==> src/rtl/rf_read_arbiter_pkg.sv <==
// Shared types and defaults for the register-file read-port arbiter.
// RF_ARB_LOCK_EN (defined elsewhere) enables the burst-lock FSM in the arbiter.
package rf_arb_pkg;

    typedef enum logic [0:0] {
        ST_ARB    = 1'b0,
        ST_LOCKED = 1'b1
    } state_t;

    localparam int unsigned RF_ARB_NREQ = 2;
    localparam int unsigned RF_ARB_AW   = 8;
    localparam int unsigned RF_ARB_DW   = 8;

    // Index width for a requester count; never narrower than one bit.
    function automatic int unsigned ptr_width(input int unsigned n);
        return (n > 1) ? $clog2(n) : 1;
    endfunction

endpackage

==> src/rtl/rf_read_arbiter_if.sv <==
// Requester/register-file bundle for rf_read_arbiter.
// The lock vector exists only when RF_ARB_LOCK_EN is defined.
interface rf_read_arbiter_if
    import rf_arb_pkg::*;
#(
    parameter int unsigned NREQ = RF_ARB_NREQ,
    parameter int unsigned AW   = RF_ARB_AW,
    parameter int unsigned DW   = RF_ARB_DW
);

    logic [NREQ-1:0]    req;
    logic [NREQ*AW-1:0] addr;
`ifdef RF_ARB_LOCK_EN
    logic [NREQ-1:0]    lock;
`endif
    logic [NREQ-1:0]    gnt;
    logic [NREQ-1:0]    rvalid;
    logic [DW-1:0]      rdata;
    logic               rf_ren;
    logic [AW-1:0]      rf_raddr;
    logic [DW-1:0]      rf_rdata;

`ifdef RF_ARB_LOCK_EN
    modport slave (
        input  req, addr, lock, rf_rdata,
        output gnt, rvalid, rdata, rf_ren, rf_raddr
    );
    modport master (
        output req, addr, lock, rf_rdata,
        input  gnt, rvalid, rdata, rf_ren, rf_raddr
    );
`else
    modport slave (
        input  req, addr, rf_rdata,
        output gnt, rvalid, rdata, rf_ren, rf_raddr
    );
    modport master (
        output req, addr, rf_rdata,
        input  gnt, rvalid, rdata, rf_ren, rf_raddr
    );
`endif

endinterface

==> src/rtl/rf_read_arbiter_rr_pick.sv <==
// Rotating priority encoder: first set request scanning upward from ptr, wrapping.
module rr_pick #(
    parameter int unsigned NREQ = 2,
    parameter int unsigned PW   = 1
) (
    input  logic [NREQ-1:0] req,
    input  logic [PW-1:0]   ptr,
    output logic [NREQ-1:0] gnt,
    output logic [PW-1:0]   idx,
    output logic            any
);

    int unsigned cand;

    always_comb begin
        gnt  = '0;
        idx  = '0;
        any  = 1'b0;
        cand = 0;
        for (int unsigned k = 0; k < NREQ; k++) begin
            cand = (int'(ptr) + k) % NREQ;
            if (!any && req[cand]) begin
                any       = 1'b1;
                gnt[cand] = 1'b1;
                idx       = PW'(cand);
            end
        end
    end

endmodule

==> src/rtl/rf_read_arbiter.sv <==
// Round-robin arbiter for the single read port of the register file.
// Define RF_ARB_LOCK_EN to add the lock input and the ARB/LOCKED burst FSM.
module rf_read_arbiter
    import rf_arb_pkg::*;
#(
    parameter int unsigned NREQ = RF_ARB_NREQ,
    parameter int unsigned AW   = RF_ARB_AW,
    parameter int unsigned DW   = RF_ARB_DW
) (
    input  logic               Clk,
    input  logic               Rst,
    rf_read_arbiter_if.slave   bus
);

    localparam int unsigned PW = ptr_width(NREQ);

    logic [PW-1:0]   ptr;
    logic [PW-1:0]   ptr_nxt;
    logic [NREQ-1:0] pick_gnt;
    logic [PW-1:0]   pick_idx;
    logic            pick_any;
    logic [NREQ-1:0] gnt_int;
    logic [PW-1:0]   gnt_idx;
    logic [NREQ-1:0] gnt;
    logic [NREQ-1:0] rvalid_q;

    function automatic logic [PW-1:0] wrap_inc(input logic [PW-1:0] i);
        return (int'(i) == NREQ - 1) ? '0 : i + 1'b1;
    endfunction

    rr_pick #(
        .NREQ (NREQ),
        .PW   (PW)
    ) u_pick (
        .req  (bus.req),
        .ptr  (ptr),
        .gnt  (pick_gnt),
        .idx  (pick_idx),
        .any  (pick_any)
    );

`ifdef RF_ARB_LOCK_EN
    state_t        state;
    state_t        state_nxt;
    logic [PW-1:0] owner;
    logic [PW-1:0] owner_nxt;

    always_ff @(posedge Clk or negedge Rst) begin
        if (!Rst) begin
            state <= ST_ARB;
            owner <= '0;
        end else begin
            state <= state_nxt;
            owner <= owner_nxt;
        end
    end

    always_comb begin
        state_nxt = state;
        owner_nxt = owner;
        ptr_nxt   = ptr;
        gnt_int   = '0;
        gnt_idx   = '0;
        unique case (state)
            ST_ARB: begin
                if (pick_any) begin
                    gnt_int = pick_gnt;
                    gnt_idx = pick_idx;
                    ptr_nxt = wrap_inc(pick_idx);
                    if (bus.lock[pick_idx]) begin
                        state_nxt = ST_LOCKED;
                        owner_nxt = pick_idx;
                    end
                end
            end
            ST_LOCKED: begin
                // Final grant with lock low and release happen together; abandon grants nothing.
                if (bus.req[owner]) begin
                    gnt_int[owner] = 1'b1;
                    gnt_idx        = owner;
                    if (!bus.lock[owner]) begin
                        state_nxt = ST_ARB;
                        ptr_nxt   = wrap_inc(owner);
                    end
                end else begin
                    state_nxt = ST_ARB;
                    ptr_nxt   = wrap_inc(owner);
                end
            end
            default: state_nxt = ST_ARB;
        endcase
    end
`else
    always_comb begin
        gnt_int = pick_gnt;
        gnt_idx = pick_idx;
        ptr_nxt = pick_any ? wrap_inc(pick_idx) : ptr;
    end
`endif

    always_ff @(posedge Clk or negedge Rst) begin
        if (!Rst) begin
            ptr      <= '0;
            rvalid_q <= '0;
        end else begin
            ptr      <= ptr_nxt;
            rvalid_q <= gnt;
        end
    end

    // Grant is suppressed for the whole time reset is held, whatever req shows.
    always_comb begin
        gnt = Rst ? gnt_int : '0;
    end

    always_comb begin
        bus.gnt      = gnt;
        bus.rf_ren   = |gnt;
        bus.rf_raddr = (|gnt) ? bus.addr[int'(gnt_idx)*AW +: AW] : '0;
        bus.rvalid   = rvalid_q;
        bus.rdata    = bus.rf_rdata;
    end

endmodule

==> src/flat_wrapper.sv <==
// flat-port wrapper written by rule: the top's interface ports become plain ports
module rf_read_arbiter_flat import rf_arb_pkg::*;
#(
    parameter int unsigned NREQ = RF_ARB_NREQ,
    parameter int unsigned AW   = RF_ARB_AW,
    parameter int unsigned DW   = RF_ARB_DW
)
  (Clk, Rst, bus_req, bus_addr, bus_rf_rdata, bus_gnt, bus_rvalid, bus_rdata, bus_rf_ren, bus_rf_raddr);
  rf_read_arbiter_if #(.NREQ(NREQ), .AW(AW), .DW(DW)) bus_i ();
  input  logic Clk;
  input  logic Rst;
  input wire logic [$bits(bus_i.req)-1:0] bus_req;
  input wire logic [$bits(bus_i.addr)-1:0] bus_addr;
  input wire logic [$bits(bus_i.rf_rdata)-1:0] bus_rf_rdata;
  output wire logic [$bits(bus_i.gnt)-1:0] bus_gnt;
  output wire logic [$bits(bus_i.rvalid)-1:0] bus_rvalid;
  output wire logic [$bits(bus_i.rdata)-1:0] bus_rdata;
  output wire logic [$bits(bus_i.rf_ren)-1:0] bus_rf_ren;
  output wire logic [$bits(bus_i.rf_raddr)-1:0] bus_rf_raddr;
  assign bus_i.req = bus_req;
  assign bus_i.addr = bus_addr;
  assign bus_i.rf_rdata = bus_rf_rdata;
  assign bus_gnt = bus_i.gnt;
  assign bus_rvalid = bus_i.rvalid;
  assign bus_rdata = bus_i.rdata;
  assign bus_rf_ren = bus_i.rf_ren;
  assign bus_rf_raddr = bus_i.rf_raddr;
  rf_read_arbiter #(.NREQ(NREQ), .AW(AW), .DW(DW)) u_core (.Clk(Clk), .Rst(Rst), .bus(bus_i));
endmodule
==> config.mk <==
export PLATFORM = sky130hd
export DESIGN_NAME = rf_read_arbiter_flat
export DESIGN_NICKNAME = d
export VERILOG_FILES = /design/src/rtl/rf_read_arbiter_pkg.sv /design/src/rtl/rf_read_arbiter_if.sv /design/src/rtl/rf_read_arbiter_rr_pick.sv /design/src/rtl/rf_read_arbiter.sv /design/src/flat_wrapper.sv
export SDC_FILE = /design/constraint.sdc
export NUM_CORES = 1
export LEC_CHECK = 0
export ABC_AREA = 1
export CAP_MARGIN = 20
export CORE_MARGIN = 5
export CORE_UTILIZATION = 23
export DETAILED_ROUTE_END_ITERATION = 7
export PLACE_DENSITY = 0.75
export SYNTH_ARGS = -nofsm -noshare
export SYNTH_HDL_FRONTEND = slang
export SYNTH_HIERARCHICAL = 1
export SYNTH_SLANG_ARGS = --single-unit
export TNS_END_PERCENT = 50
==> constraint.sdc <==
create_clock -name Clk -period 1.15 [get_ports Clk]
set_input_delay 0.23 -clock Clk [delete_from_list [all_inputs] [get_ports Clk]]
set_output_delay 0.23 -clock Clk [all_outputs]
set_load 0.005 [all_outputs]
Word level (Yosys, flattened, before mapping) --
Index checks and enable logic that the tools add are counted.
Cells by class: $add $sub $neg 2, order comparisons 4, shift operators 1, mux-type cells 17, bitwise logic cells 1, reductions and logical operators 5
Operator list (count):
- 16-bit by 5-bit variable part select with 8-bit output | 1
- 1-bit 2-to-1 mux | 11
- 8-bit 2-to-1 mux | 1
- 2-bit 2-to-1 mux | 3
- 1-bit by 2-bit < comparator with 1-bit output, second input constant | 2
- 1-bit logical AND | 3
- 1-bit adder, second input constant | 2
- 1-bit demux with 1-bit select | 2
- 1-bit >= comparator, second input constant | 2
- 2-bit bitwise OR | 1
- 2-bit OR reduction | 1
- 1-bit logical NOT | 1
Storage, ports and cells: register bits 3, input bits 28, output and inout bits 21, word-level logic and storage cells 32

Longest topological paths before layout --
depth after elaboration 10, gate-level depth with buffers 9, gate-level depth less buffers 8

By module --
The synthesis kept the hierarchy.
By module, submodules not included:
- rf_read_arbiter | times used 1, cells an instance 60, area each 344.1 um^2, seq. area each 75.1 um^2
- rr_pick | times used 1, cells an instance 14, area each 55.1 um^2, seq. area each 0.0 um^2

Least setup slack after synthesis --
No wires, ideal clock.
path kind register to output, start point reg u_core.ptr, end point out bus_rf_raddr[0], arrival time 1.003 ns, data required time 0.920 ns, slack -0.083 ns, stages on the path, launching flop included 9, buffers on the path 1, path through dfrtp_1 nor2_2 nor2_1 buf_6 inv_2 nand2_1 nand2_1 nand2_1 inv_1
Between the ends: elaborated cells on any way between the ends 27, classes of those cells add/sub (1); order compare (4); shift (1); mux (15); bitwise (1); reduce/logical (5)
RTL lines:
- start, declared | RTL line rf_read_arbiter.sv:17 | logic [PW-1:0] ptr;
- start signal, assigned | RTL line rf_read_arbiter.sv:106 | ptr <= ptr_nxt;
- 1-bit 2-to-1 mux (implied by the code) (2 in series) | RTL line rf_read_arbiter_rr_pick.sv:22 | if (!any && req[cand]) begin
- 1-bit 2-to-1 mux | RTL line rf_read_arbiter_rr_pick.sv:22
- 1-bit logical NOT | RTL line rf_read_arbiter_rr_pick.sv:22
- 1-bit logical AND | RTL line rf_read_arbiter_rr_pick.sv:22
- 1-bit 2-to-1 mux (*) | RTL line rf_read_arbiter_rr_pick.sv:22
- net u_core.gnt_idx | RTL line rf_read_arbiter.sv:23 | logic [PW-1:0] gnt_idx;
- 16-bit by 5-bit variable part select with 8-bit output (*) | RTL line rf_read_arbiter.sv:119 | bus.rf_raddr = (|gnt) ? bus.addr[int'(gnt_idx)*AW +: AW] : '0;
- 8-bit 2-to-1 mux (*) | RTL line rf_read_arbiter.sv:119
- end, declared | RTL line flat_wrapper.sv:19 | output wire logic [$bits(bus_i.rf_raddr)-1:0] bus_rf_raddr;
Mark *: on every way through the listed nets, which the timed path passes. The rest lies on a longest branch. The select of a mux whose other input is x is not followed.

Worst setup path in the final report --
start point reg u_core.ptr, end point out bus_rf_raddr[0]
Between the ends: longest elaborated chain between the ends 10, elaborated cells on any way between the ends 27, classes of those cells add/sub (1); order compare (4); shift (1); mux (15); bitwise (1); reduce/logical (5)
RTL lines:
- 1-bit adder (tied with other cells) | RTL line rf_read_arbiter_rr_pick.sv:21 | cand = (int'(ptr) + k) % NREQ;
- 1-bit by 2-bit < comparator with 1-bit output (implied by the code) (tied with other cells) | RTL line rf_read_arbiter_rr_pick.sv:24 | gnt[cand] = 1'b1;
- 1-bit logical AND (implied by the code) / 1-bit 2-to-1 mux (equally long branches) | RTL line rf_read_arbiter_rr_pick.sv:24
- 1-bit 2-to-1 mux (implied by the code) / 1-bit demux with 1-bit select (equally long branches) | RTL line rf_read_arbiter_rr_pick.sv:24
- 1-bit demux with 1-bit select / 2-bit 2-to-1 mux (equally long branches) | RTL line rf_read_arbiter_rr_pick.sv:24, rf_read_arbiter_rr_pick.sv:22
- 2-bit bitwise OR (no line)
- 2-bit 2-to-1 mux (*) | RTL line rf_read_arbiter_rr_pick.sv:22
- net u_core.gnt_int[0] | RTL line rf_read_arbiter.sv:22 | logic [NREQ-1:0] gnt_int;
- 2-bit 2-to-1 mux (*) | RTL line rf_read_arbiter.sv:113 | gnt = Rst ? gnt_int : '0;
- 2-bit OR reduction (*) | RTL line rf_read_arbiter.sv:119
- 8-bit 2-to-1 mux (*) | RTL line rf_read_arbiter.sv:119
Marks and branches as above.

==> qor.yml <==
cts_max_path_buffers: 2
core_area_sq_um: 1690
synthAdderAreaFrac_pct: 0
antenna_cells: 0
synthFlopType: "dfrtp_1"
synthXorXnorAreaFrac_pct: 0
pre_cts_slack_ps: -996
drc: 0
fin_nets: 149
slew_headroom_pct: 85.5
clk_pin_slew_ps: 40
leakagePower_nw: 0.545
setup_viol: 12
synth_commonest_cells: "nand2_1, inv_1, buf_4"
post_synth_and_or_nand_nor_area_fraction_pct: 48.0
clk-insertion-delay-late_ps: 230
hold_viol_final: 0
dp_hpwl_um: 1010
ys_seq_area_share_pct: 18.8
drt-total-wl_um: 1490
ir_drop_uv: 581
syn-num-nets: 102
hold_ws_ps: 416
synthMuxAreaShare_pct: 0
routed_via_density: 4.19
cts_buffers: 3
final_util_pct: 52.4
cts_tree: "built"
clock.fmax_ghz: 0.616
violations: "negative setup slack"
grt_usage_pct: 11.3
grt_max_degree: 6
synth_top_family_by_area: "simple AND/OR/NAND/NOR gates"
grt_antenna_before_repair: 0
skew_ps: 2.98
ys_ff_latch: 3
worstPathRequired_ps: 920
yosysTopAreaCell: "nand2_1"
syn_area_sq_um: 399
gp_congestion: 0.692
drt_iter0_markers: 3
cp_max_fo: 5
worstPathCellList: "nand2_1, inv_2, nor2_2, nand2_2, buf_6, nand2_8, buf_6, nand2_2, inv_2, buf_6"
grt_first_pass_wirelength_um: 2260
yosysUniqueCellTypes: 10
final_antenna_net_count: 0
grt_overflow: 0
p_total_mw: 0.848
synth_compound_area_share_pct: 1.25
slowest_stage: "dfrtp_1"
period_minus_slack_ps: 1620
start_util_pct: 23.6
die-area_sq_um: 2670
syn_to_final_growth_pct: 122
p_per_area_nw_per_um2: 958
setup_ws_ps: -474
yosys_warnings: 6
slowest_delay_ps: 410
end_kind: "primary output"
path_buf_inv: 5
fin_crit_sh_pct: 141
dr.pass1.iters: 3
routed-via-count: 574
synth_async_sr_flop_share_pct: 100
worstSetupPathType: "flip-flop to primary output"
design_area_sq_um: 886
cts-root-buf: "clkbuf_4"
die_w_um: 51.7
cp_top_family: "flip-flops"
yosysMostFrequentCell: "nand2_1"
postPlaceCellArea_sq_um: 709
cp-start-kind: "flip-flop"
yosysTopAreaCellShare_pct: 36.7
holdBufCountCts: 0
routedWlPerCell_um: 10.9
drive_above_1_share_pct: 43.3
arrival_ps: 1390
cp_common_cell: "buf_6"
synth_cells: 74
status: "finished with violations"
htree_levels: 1
grt_setup_unrepaired: "true"
synth.area.top_cells: "nand2_1, dfrtp_1, buf_4, inv_1, nand2_8"
synth_edf_count: 0
worstMarginPinSlew_ps: 216
port_buffers: 32
synth_area_per_cell_sq_um: 5.39
cts.sinks: 3
dieHeight_um: 51.7
drv_slew: 0
io-pin-count: 49
rows: 15
drv_cap: 0
grt_pass1_vias: 569
hold_path.class: "primary input to asynchronous set/reset pin"
## final timing paths
check | cells past startpoint | endpoint | start | slack, ps
min in group Clk | 0 | bus_rdata[0] | bus_rf_rdata[0] | 460
worst max register to register | 9 | u_core/ptr$_DFFE_PN0P_ | u_core/ptr$_DFFE_PN0P_ | -180
worst max-delay path | 10 | bus_rf_raddr[0] | u_core/ptr$_DFFE_PN0P_ | -470
worst min register to register | 4 | u_core/bus.rvalid[1]$_DFF_PN0_ | u_core/ptr$_DFFE_PN0P_ | 810
worst min-delay path | 2 | u_core/ptr$_DFFE_PN0P_ | Rst | 420
max in group asynchronous | 2 | u_core/bus.rvalid[1]$_DFF_PN0_ | Rst | 640
## what timing repair did
action                                  in CTS  in global routing
endpoints found under the setup margin      13                 12
pin swaps                                    9                  9
gates cloned                                 2                  0
gates resized for setup                     67                  7
buffers inserted                            10                  3
## power by group
part	internal (mW)	total [mW]	leakage [nW]	switching, mW
combinational	0.300	0.530	0.493	0.230
sequential	0.122	0.137	0.0373	0.0147
clock	0.130	0.182	0.0150	0.0518
total	0.552	0.848	0.545	0.296
## sequential cells by signal, summed over array words and instances (netlist names)
register	count
u_core/ptr	1
u_core/bus.rvalid	2
## cells by family after synthesis
| family | after synthesis |
|---|---|
| buf+inv | 24 |
| compound gates | 1 |
| flops | 3 |
| simple gates | 46 |
## layout make-up
type | count | area (sq um)
clock buffers | 4 | 26.3
fillers | 167 | 803
inverters | 15 | 58.8
multi-input cells | 49 | 269
flip-flops and latches | 3 | 75.1
well taps | 17 | 21.3
repair buffers | 49 | 435
## stage by stage
step,cells,setup TNS [ps]
final,137,-4880
after detailed placement,119,-10610
after global routing,137,-5970
after CTS,134,-4800
after global placement,119,-10140
after floorplan,74,-253
## routing by layer
metal  share of wire (%)  global-route usage [%]  vias up
met4                 1.1                    5.68        0
met3                 8.0                    3.15        4
li1                    -                       -      294
met2                  59                    21.8       15
met1                  32                    10.6      261
met5                   0                       0        -
## cells in the final DEF (no fill, tap or decap), types with 4 or more instances in the layout
cell and instances:
inv_2 5, nor2_4 4, inv_1 9, dlygate4sd2_1 5, nand2_1 31, buf_4 11
buf_2 8, buf_6 7, clkdlybuf4s50_1 17, nand2_2 7
No activity file was read; power rests on OpenSTA's default activity.
